==> config.mk <==
export PLATFORM = sky130hd
export DESIGN_NAME = branch_stall_ctrl_flat
export DESIGN_NICKNAME = d
export VERILOG_FILES = /design/src/rtl/branch_stall_ctrl_if.sv /design/src/rtl/branch_stall_ctrl.sv /design/src/flat_wrapper.sv
export SDC_FILE = /design/constraint.sdc
export NUM_CORES = 1
export LEC_CHECK = 0
export ABC_AREA = 1
export BUFFER_PORTS_ARGS = -buffer_cell sky130_fd_sc_hd__buf_2
export CORE_MARGIN = 1.5
export CORE_UTILIZATION = 50
export DETAILED_ROUTE_END_ITERATION = 7
export PLACE_DENSITY = 0.92
export SETUP_SLACK_MARGIN = 0.1
export SLEW_MARGIN = 20
export SYNTH_ARGS = -nofsm -noshare
export SYNTH_HDL_FRONTEND = slang
export SYNTH_SLANG_ARGS = --single-unit
==> constraint.sdc <==
create_clock -name clk -period 1.9 [get_ports clk]
set_input_delay 0.095 -clock clk [delete_from_list [all_inputs] [get_ports clk]]
set_output_delay 0.095 -clock clk [all_outputs]
set_load 0.02 [all_outputs]
==> src/rtl/branch_stall_ctrl_if.sv <==
// Pipeline-side signal bundle for the ID-stage hazard sequencer.
// master = pipeline (drives hazard inputs), slave = branch_stall_ctrl.
interface branch_stall_ctrl_if #(
    parameter int CNT_W = 16
);
    logic [4:0]       IF_ID_rs;
    logic [4:0]       IF_ID_rt;
    logic             ID_uses_rt;
    logic             ID_Branch;
    logic             ID_BranchTaken;
    logic [4:0]       ID_EX_regres;
    logic             ID_EX_RegWrite;
    logic             ID_EX_MEMRead;
    logic [4:0]       EX_MEM_regres;
    logic             EX_MEM_RegWrite;
    logic             EX_MEM_MEMRead;
    logic             PC_Write;
    logic             IF_ID_Write;
    logic             ID_EX_Bubble;
    logic             IF_ID_Flush;
    logic             stall_active;
    logic [CNT_W-1:0] stall_cycles;

    modport master (
        output IF_ID_rs, IF_ID_rt, ID_uses_rt, ID_Branch, ID_BranchTaken,
               ID_EX_regres, ID_EX_RegWrite, ID_EX_MEMRead,
               EX_MEM_regres, EX_MEM_RegWrite, EX_MEM_MEMRead,
        input  PC_Write, IF_ID_Write, ID_EX_Bubble, IF_ID_Flush,
               stall_active, stall_cycles
    );

    modport slave (
        input  IF_ID_rs, IF_ID_rt, ID_uses_rt, ID_Branch, ID_BranchTaken,
               ID_EX_regres, ID_EX_RegWrite, ID_EX_MEMRead,
               EX_MEM_regres, EX_MEM_RegWrite, EX_MEM_MEMRead,
        output PC_Write, IF_ID_Write, ID_EX_Bubble, IF_ID_Flush,
               stall_active, stall_cycles
    );
endinterface

==> src/rtl/branch_stall_ctrl.sv <==
// ID-stage hazard sequencer: freezes PC/IF-ID and bubbles ID/EX when the branch
// comparator or a load consumer cannot be served by forwarding yet.
module branch_stall_ctrl #(
    parameter int CNT_W = 16
) (
    input  logic               clk,
    input  logic               rst_n,
    branch_stall_ctrl_if.slave bus
);
    localparam logic [0:0] ST_IDLE = 1'b0;
    localparam logic [0:0] ST_HOLD = 1'b1;

    localparam logic [CNT_W-1:0] CNT_ONE = {{(CNT_W-1){1'b0}}, 1'b1};
    localparam logic [CNT_W-1:0] CNT_MAX = {CNT_W{1'b1}};

    logic [0:0]       state_q, state_d;
    logic [CNT_W-1:0] cnt_q, cnt_d;
    logic             m_ex_s, m_mem_s, h1_s, h2_s, stall_s;

    // Hazard classification and FSM next-state; a load feeding a branch needs two bubbles.
    always_comb begin
        m_ex_s  = bus.ID_EX_RegWrite & (bus.ID_EX_regres != 5'd0) &
                  ((bus.ID_EX_regres == bus.IF_ID_rs) |
                   (bus.ID_uses_rt & (bus.ID_EX_regres == bus.IF_ID_rt)));
        m_mem_s = bus.EX_MEM_RegWrite & (bus.EX_MEM_regres != 5'd0) &
                  ((bus.EX_MEM_regres == bus.IF_ID_rs) |
                   (bus.ID_uses_rt & (bus.EX_MEM_regres == bus.IF_ID_rt)));
        h2_s    = bus.ID_Branch & m_ex_s & bus.ID_EX_MEMRead;
        h1_s    = (bus.ID_Branch & m_ex_s & ~bus.ID_EX_MEMRead) |
                  (bus.ID_Branch & m_mem_s & bus.EX_MEM_MEMRead) |
                  (~bus.ID_Branch & m_ex_s & bus.ID_EX_MEMRead);
        stall_s = 1'b1;
        state_d = ST_IDLE;
        case (state_q)
            ST_IDLE: begin
                stall_s = h1_s | h2_s;
                state_d = h2_s ? ST_HOLD : ST_IDLE;
            end
            ST_HOLD: begin
                stall_s = 1'b1;
                state_d = ST_IDLE;
            end
            default: begin
                stall_s = 1'b1;
                state_d = ST_IDLE;
            end
        endcase
    end

    // Saturating bubble-cycle counter for performance debug.
    always_comb begin
        if (stall_s && (cnt_q != CNT_MAX)) begin
            cnt_d = cnt_q + CNT_ONE;
        end else begin
            cnt_d = cnt_q;
        end
    end

    // State and counter registers with synchronous active-low reset.
    always_ff @(posedge clk) begin
        if (!rst_n) begin
            state_q <= ST_IDLE;
            cnt_q   <= {CNT_W{1'b0}};
        end else begin
            state_q <= state_d;
            cnt_q   <= cnt_d;
        end
    end

    // Zero-latency pipeline controls; during reset the pipeline is held frozen and bubbled.
    always_comb begin
        bus.stall_cycles = cnt_q;
        if (!rst_n) begin
            bus.PC_Write     = 1'b0;
            bus.IF_ID_Write  = 1'b0;
            bus.ID_EX_Bubble = 1'b1;
            bus.stall_active = 1'b1;
            bus.IF_ID_Flush  = 1'b0;
        end else begin
            bus.PC_Write     = ~stall_s;
            bus.IF_ID_Write  = ~stall_s;
            bus.ID_EX_Bubble = stall_s;
            bus.stall_active = stall_s;
            bus.IF_ID_Flush  = bus.ID_Branch & bus.ID_BranchTaken & ~stall_s;
        end
    end
endmodule

==> src/flat_wrapper.sv <==
// flat-port wrapper written by rule: the top's interface ports become plain ports
module branch_stall_ctrl_flat 
#(
    parameter int CNT_W = 16
)
  (clk, rst_n, bus_IF_ID_rs, bus_IF_ID_rt, bus_ID_uses_rt, bus_ID_Branch, bus_ID_BranchTaken, bus_ID_EX_regres, bus_ID_EX_RegWrite, bus_ID_EX_MEMRead, bus_EX_MEM_regres, bus_EX_MEM_RegWrite, bus_EX_MEM_MEMRead, bus_PC_Write, bus_IF_ID_Write, bus_ID_EX_Bubble, bus_IF_ID_Flush, bus_stall_active, bus_stall_cycles);
  branch_stall_ctrl_if #(.CNT_W(CNT_W)) bus_i ();
  input  logic clk;
  input  logic rst_n;
  input wire logic [$bits(bus_i.IF_ID_rs)-1:0] bus_IF_ID_rs;
  input wire logic [$bits(bus_i.IF_ID_rt)-1:0] bus_IF_ID_rt;
  input wire logic [$bits(bus_i.ID_uses_rt)-1:0] bus_ID_uses_rt;
  input wire logic [$bits(bus_i.ID_Branch)-1:0] bus_ID_Branch;
  input wire logic [$bits(bus_i.ID_BranchTaken)-1:0] bus_ID_BranchTaken;
  input wire logic [$bits(bus_i.ID_EX_regres)-1:0] bus_ID_EX_regres;
  input wire logic [$bits(bus_i.ID_EX_RegWrite)-1:0] bus_ID_EX_RegWrite;
  input wire logic [$bits(bus_i.ID_EX_MEMRead)-1:0] bus_ID_EX_MEMRead;
  input wire logic [$bits(bus_i.EX_MEM_regres)-1:0] bus_EX_MEM_regres;
  input wire logic [$bits(bus_i.EX_MEM_RegWrite)-1:0] bus_EX_MEM_RegWrite;
  input wire logic [$bits(bus_i.EX_MEM_MEMRead)-1:0] bus_EX_MEM_MEMRead;
  output wire logic [$bits(bus_i.PC_Write)-1:0] bus_PC_Write;
  output wire logic [$bits(bus_i.IF_ID_Write)-1:0] bus_IF_ID_Write;
  output wire logic [$bits(bus_i.ID_EX_Bubble)-1:0] bus_ID_EX_Bubble;
  output wire logic [$bits(bus_i.IF_ID_Flush)-1:0] bus_IF_ID_Flush;
  output wire logic [$bits(bus_i.stall_active)-1:0] bus_stall_active;
  output wire logic [$bits(bus_i.stall_cycles)-1:0] bus_stall_cycles;
  assign bus_i.IF_ID_rs = bus_IF_ID_rs;
  assign bus_i.IF_ID_rt = bus_IF_ID_rt;
  assign bus_i.ID_uses_rt = bus_ID_uses_rt;
  assign bus_i.ID_Branch = bus_ID_Branch;
  assign bus_i.ID_BranchTaken = bus_ID_BranchTaken;
  assign bus_i.ID_EX_regres = bus_ID_EX_regres;
  assign bus_i.ID_EX_RegWrite = bus_ID_EX_RegWrite;
  assign bus_i.ID_EX_MEMRead = bus_ID_EX_MEMRead;
  assign bus_i.EX_MEM_regres = bus_EX_MEM_regres;
  assign bus_i.EX_MEM_RegWrite = bus_EX_MEM_RegWrite;
  assign bus_i.EX_MEM_MEMRead = bus_EX_MEM_MEMRead;
  assign bus_PC_Write = bus_i.PC_Write;
  assign bus_IF_ID_Write = bus_i.IF_ID_Write;
  assign bus_ID_EX_Bubble = bus_i.ID_EX_Bubble;
  assign bus_IF_ID_Flush = bus_i.IF_ID_Flush;
  assign bus_stall_active = bus_i.stall_active;
  assign bus_stall_cycles = bus_i.stall_cycles;
  branch_stall_ctrl #(.CNT_W(CNT_W)) u_core (.clk(clk), .rst_n(rst_n), .bus(bus_i));
endmodule
==> results of run 1 <==
==> cell families after synthesis <==
logic type / Yosys count / synth area share, %
buffers and inverters: 35 / 10.7
AND/OR/NAND/NOR: 143 / 44.8
adder cells (fa/ha/maj): 1 / 0.877
AO/OA/AOI/OAI: 19 / 9.30
flip-flops: 17 / 23.9
XOR/XNOR: 17 / 10.4
==> cell type report <==
type | instances | area (µm²)
Timing Repair Buffer | 62 | 363
Inverter | 29 | 109
Clock inverter | 1 | 5.00
Multi-Input combinational cell | 182 | 1070
Clock buffer | 3 | 22.5
Fill cell | 215 | 778
Tap cell | 31 | 38.8
Sequential cell | 17 | 352
==> stage by stage <==
step           total power, mW  setup WS [ns]  hold WS [ns]  setup TNS (ns)  area [µm²]
2_1_floorplan            0.460          0.152         0.208               0        1430
3_3_place_gp             0.515          0.182         0.348               0        1710
3_5_place_dp             0.518         0.0731         0.348               0        1710
4_1_cts                  0.707          0.141        0.0395               0        1770
5_1_grt                  0.756         -0.156        0.0632           -1.07        1960
6_report                 0.714         -0.116        0.0630          -0.227        1960
==> cell usage after synthesis <==
library cell and number:
a21oi_1 7, nand2_4 2, nor4_4 1, xnor2_1 10, nand4_1 4, inv_2 4, buf_4 2, nor2_1 25
buf_8 1, buf_2 2, clkbuf_1 1, dfxtp_1 17, o21ai_1 1, nand3_1 29, nor3_1 1, nor2_4 1
ha_1 1, nand3_2 1, a21oi_2 10, inv_1 25, o21ai_0 1, xor2_1 7, nand2_1 77, nor3_2 1
nand2_2 1
==> power groups by stage <==
stage	sequential, mW	combinational, mW	clock (mW)
after global placement	0.367	0.149	0
after CTS	0.359	0.153	0.195
after detailed placement	0.367	0.152	0
after global routing	0.358	0.184	0.215
final	0.357	0.162	0.195
after floorplan	0.368	0.0915	0
==> per-layer routing <==
layer / track usage, % / vias to the layer above / part of all wire (%)
li1: - / 857 / -
met1: 27.0 / 785 / 41
met2: 41.3 / 71 / 50
met3: 3.92 / 10 / 6.2
met4: 7.82 / 0 / 2.0
met5: 0 / - / 0
==> state kept, by name, summed over array words and instances (netlist names) <==
register,count
u_core.bus.stall_cycles,16
u_core.state_q,1
==> critical path, delay by kind of cell (launching register included) <==
kind	cells	cell delay, ns
buf+inv	1	0.17
flops	1	0.40
simple gates	8	1.20
fa+ha+maj	1	0.17
==> how the worst max path moves through the flow <==
stage | endpoint | from
after floorplan | u_core.bus.stall_cycles[0]$_SDFFE_PN0P_ | u_core.bus.stall_cycles[0]$_SDFFE_PN0P_
after global placement | u_core.bus.stall_cycles[1]$_SDFFE_PN0P_ | u_core.bus.stall_cycles[0]$_SDFFE_PN0P_
after detailed placement | u_core.bus.stall_cycles[13]$_SDFFE_PN0P_ | u_core.bus.stall_cycles[0]$_SDFFE_PN0P_
after CTS | u_core.bus.stall_cycles[10]$_SDFFE_PN0P_ | u_core.bus.stall_cycles[0]$_SDFFE_PN0P_
after global routing | u_core.bus.stall_cycles[0]$_SDFFE_PN0P_ | u_core.bus.stall_cycles[0]$_SDFFE_PN0P_
final | u_core.bus.stall_cycles[0]$_SDFFE_PN0P_ | u_core.bus.stall_cycles[0]$_SDFFE_PN0P_
==> timing repair <==
action                     4_1_cts  5_1_grt
buffers inserted                 2        6
pin swaps                        1       10
cloned                           0        2
resized for setup                1       30
setup endpoints to repair       11       16
==> impl_metrics.tcl, run 1 <==
set metrics [dict create \
    path_class "flop to flop" \
    pin_count 50 \
    synth_top_area_cell "dfxtp_1" \
    peakVddDrop_mv 0.443 \
    regToRegSetupSlack_ns -0.12 \
    synth.area.top_cells "dfxtp_1, nand2_1, nand3_1" \
    rsz0062_at_grt "true" \
    netlist_area_um2 1430 \
    antenna_left 0 \
    routed_wl_um 4150 \
    power.internal_uw 496 \
    final_cell_count_no_fill 325 \
    start_kind "flop" \
    cpMostUsedCell "nand2_4" \
    layout_common_cells "nand2_1, buf_2, inv_1, nor2_1, nand3_1" \
    numCtsBuffers 3 \
    power_density_nw_per_um2 365 \
    p_switching_uw 218 \
    place_inst 311 \
    core-area_um2 2730 \
    grt_pass1_vias 1512 \
    cts_tree "built" \
    comb_power_share_pct 22.7 \
    failed_checks "setup timing" \
    yosys_register_bits 17 \
    yosysSeqAreaShare_pct 23.9 \
    status "complete, but fails checks" \
    clock_skew_ns 0.00202 \
    synthCells 232 \
    fin_ws_ns -0.116 \
    timing.final.crit_period_ns 2.02 \
    slowest_delay_ns 0.40 \
    holdPathStages 3 \
    setup_viol 11 \
    clockBufferDepth 2 \
    synth_top_area_share_pct 23.9 \
    antenna_found_initial 0 \
    path_cells "ha_4, nand2_4, nor2_4, nand2_4, nor4_4, nand2_4, buf_6, nand3_2, nand2_1, nor2_1" \
    cp_max_fo 6 \
    timing.rr.start "u_core.bus.stall_cycles[0]$_SDFFE_PN0P_" \
    fmax_ghz 0.496 \
    relSlewSlack_pct 77.5 \
    cp.arrival_ns 2.23 \
    crit_required_ns 2.11 \
    reg2reg_to "u_core.bus.stall_cycles[0]$_SDFFE_PN0P_" \
    drc 0 \
    fp.dieW_um 56.4 \
    grt_max_degree 19 \
    rr_worst_depth 10 \
    clock_sinks 17 \
    first_pass_iters 4 \
    row_count 19 \
    clk_pin_slew_worst_paths_ns 0.10 \
    final_common_cell "nand2_1" \
    post-route-util_pct 71.5 \
    grt.overflow.total 0 \
    p_seq_share_pct 50.0 \
    track_usage_pct 22.9 \
    maxSlewViolCount 0 \
    syn_avg_cell_area_um2 6.15 \
    n_antenna_cell 0 \
    crit_path_end_kind "flop" \
    drt-initial-drc-count 112 \
    die_y_um 56.4 \
    post_synth_num_cell_types 25 \
    power.leakage_nw 1.01 \
    maxCapViolCount 0 \
    insertion_delay_ns 0.29 \
    dpl.hpwl_um 2590 \
    p_clk_share_pct 27.3 \
    hold_class "primary input to flop" \
    cpMaxStageDelayCell "dfxtp_4" \
    min-delay-start "bus_ID_EX_MEMRead" \
    hold_buffers 0 \
    drive_above_1_share_pct 38.1 \
    hold_path_end "u_core.state_q$_SDFF_PP0_" \
    yosysWarnings 0 \
    fin_crit_sh_pct 106 \
    synth_nets 262 \
    start_util_pct 52.2 \
    htreeDepth 1 \
    wire_per_inst_um 12.8 \
    portBuffers 49 \
    gp_congestion 0.859 \
    area_delta_synth_final_pct 37.1 \
    grt_pass1_wl_um 5980 \
    hold_viol 0 \
    fin_nets 325 \
    routed_via_density 5.30 \
    die-area_um2 3180 \
    sw_frac_of_total_pct 30.5 \
    num_vias 1723 \
    tightest_slew_ns 0.335 \
    clockRootBuffer "clkbuf_4" \
]
(Power assumes the default switching activity.)
==> run 2, diff against run 1 <==
==> constraint.sdc (replaced) <==
create_clock -name clk -period 1.9 [get_ports clk]
set_input_delay 0.095 -clock clk [delete_from_list [all_inputs] [get_ports clk]]
set_output_delay 0.095 -clock clk [all_outputs]
set_load 0.1 [all_outputs]
==> impl_metrics.tcl, run 2 (synthesis results as in run 1) <==
set metrics [dict create \
    status "finished, final reports clean" \
    n_antenna_cell 0 \
    maxSlewViolCount 0 \
    first_pass_iters 4 \
    drt-initial-drc-count 66 \
    post-route-util_pct 71.6 \
    cp_max_fo 9 \
    antenna_found_initial 0 \
    worstSetupStartpoint "u_core.bus.stall_cycles[0]$_SDFFE_PN0P_" \
    path_class "flop to flop" \
    wire_per_inst_um 10.7 \
    crit_required_ns 2.09 \
    gp_congestion 0.891 \
    reg2reg_to "u_core.bus.stall_cycles[3]$_SDFFE_PN0P_" \
    timing.rr.start "u_core.bus.stall_cycles[0]$_SDFFE_PN0P_" \
    fmax_ghz 0.596 \
    fp.dieW_um 56.4 \
    fin_ws_ns 0.221 \
    start_util_pct 52.2 \
    dp_slack_ns 0.209 \
    power.leakage_nw 0.934 \
    rsz0062_at_grt "false" \
    grt_pass1_wl_um 5600 \
    wl_met1_um 1490 \
    clockRootBuffer "clkbuf_4" \
    area_delta_synth_final_pct 37.2 \
    row_count 19 \
    core-area_um2 2730 \
    insertion_delay_ns 0.29 \
    min-delay-start "rst_n" \
    grt_pass1_vias 1407 \
    die-area_um2 3180 \
    htreeDepth 1 \
    start_kind "flop" \
    maxUsedRoutingLayer "met4" \
    timing.final.crit_period_ns 1.68 \
    rr_worst_depth 9 \
    portBuffers 49 \
    cts_tree "built" \
    tns_ns 0 \
    grt_max_degree 19 \
    dr_wl_met2_um 1620 \
    clk_pin_slew_worst_paths_ns 0.10 \
    drive_above_1_share_pct 40.0 \
    holdPathStages 3 \
    largest_reg_flops 16 \
    clock_sinks 17 \
    hold_buffers 0 \
    fin_nets 316 \
    dpl.hpwl_um 2600 \
    cpMaxStageDelayCell "dfxtp_4" \
    cpMostUsedCell "nand2_2" \
    setup_viol 0 \
    whs_ns 0.0338 \
    hold_path_end "u_core.bus.stall_cycles[0]$_SDFFE_PN0P_" \
    antenna_left 0 \
    path_cells "ha_4, nand2_2, nor2_4, nand2_2, nor4_4, nand2_4, buf_4, nand3_1, a21oi_2" \
    cp.arrival_ns 1.86 \
    tightest_slew_ns 0.496 \
    final_common_cell "nand2_1" \
    clock_skew_ns 0.00485 \
    hold_class "primary input to flop" \
    peakVddDrop_mv 0.431 \
    die_y_um 56.4 \
    wl_met3_um 205 \
    routed_wl_um 3370 \
    fin_crit_sh_pct 88.4 \
    grt.overflow.total 0 \
    maxCapViolCount 0 \
    power_density_nw_per_um2 401 \
    regToRegSetupSlack_ns 0.22 \
    slowest_delay_ns 0.39 \
    relSlewSlack_pct 67.2 \
    numCtsBuffers 3 \
    routed_via_density 5.18 \
    clockBufferDepth 2 \
    hold_viol 0 \
    track_usage_pct 21.2 \
    pin_count 50 \
    layout_common_cells "nand2_1, buf_2, nand3_1" \
    crit_path_end_kind "flop" \
    num_vias 1638 \
    drc 0 \
]
[run 2: area by class of cell]
cell class              instances  area [µm²]
repair buffers                 55         378
clock buffers                   4        26.3
inverters                      29         143
fillers                       215         777
flip-flops and latches         17         384
multi-input cells             180         987
well taps                      31        38.8
[run 2: per-layer routing]
layer	GRT usage, %	vias to the layer above
met2	38.7	63
met3	2.53	6
li1	-	845
met1	26.3	724
met5	0	-
met4	5.10	0
[run 2: timing repair]
action	in CTS	in global routing
endpoints found under the setup margin	0	15
setup buffers	0	4
resized for setup	0	1
[run 2: stage by stage]
stage                     instances  area [µm²]  power [mW]
after floorplan                 232        1560       0.507
after global placement          308        1880       0.595
after detailed placement        308        1880       0.598
after CTS                       312        1910       0.785
after global routing            316        1960       0.823
final                           316        1960       0.785
[run 2: how the worst max path moves through the flow]
| stage | to | slack [ns] |
|---|---|---|
| 2_1_floorplan | bus_IF_ID_Flush | -0.70 |
| 3_3_place_gp | u_core.bus.stall_cycles[7]$_SDFFE_PN0P_ | 0.29 |
| 3_5_place_dp | u_core.bus.stall_cycles[1]$_SDFFE_PN0P_ | 0.21 |
| 4_1_cts | u_core.bus.stall_cycles[1]$_SDFFE_PN0P_ | 0.19 |
| 5_1_grt | u_core.bus.stall_cycles[3]$_SDFFE_PN0P_ | 0.11 |
| 6_report | u_core.bus.stall_cycles[3]$_SDFFE_PN0P_ | 0.22 |
[run 2: where the power goes]
part | total, mW | internal [mW] | switching, mW
clock | 0.195 | 0.0817 | 0.113
combinational | 0.245 | 0.0868 | 0.158
sequential | 0.345 | 0.344 | 0.00183
total | 0.785 | 0.512 | 0.273
[run 2: critical path: cells and delay by family, from the launching register on]
kind / cells / cell delay, ns
simple gates: 6 / 0.79
flops: 1 / 0.39
buf+inv: 1 / 0.18
fa+ha+maj: 1 / 0.14
compound gates: 1 / 0.07
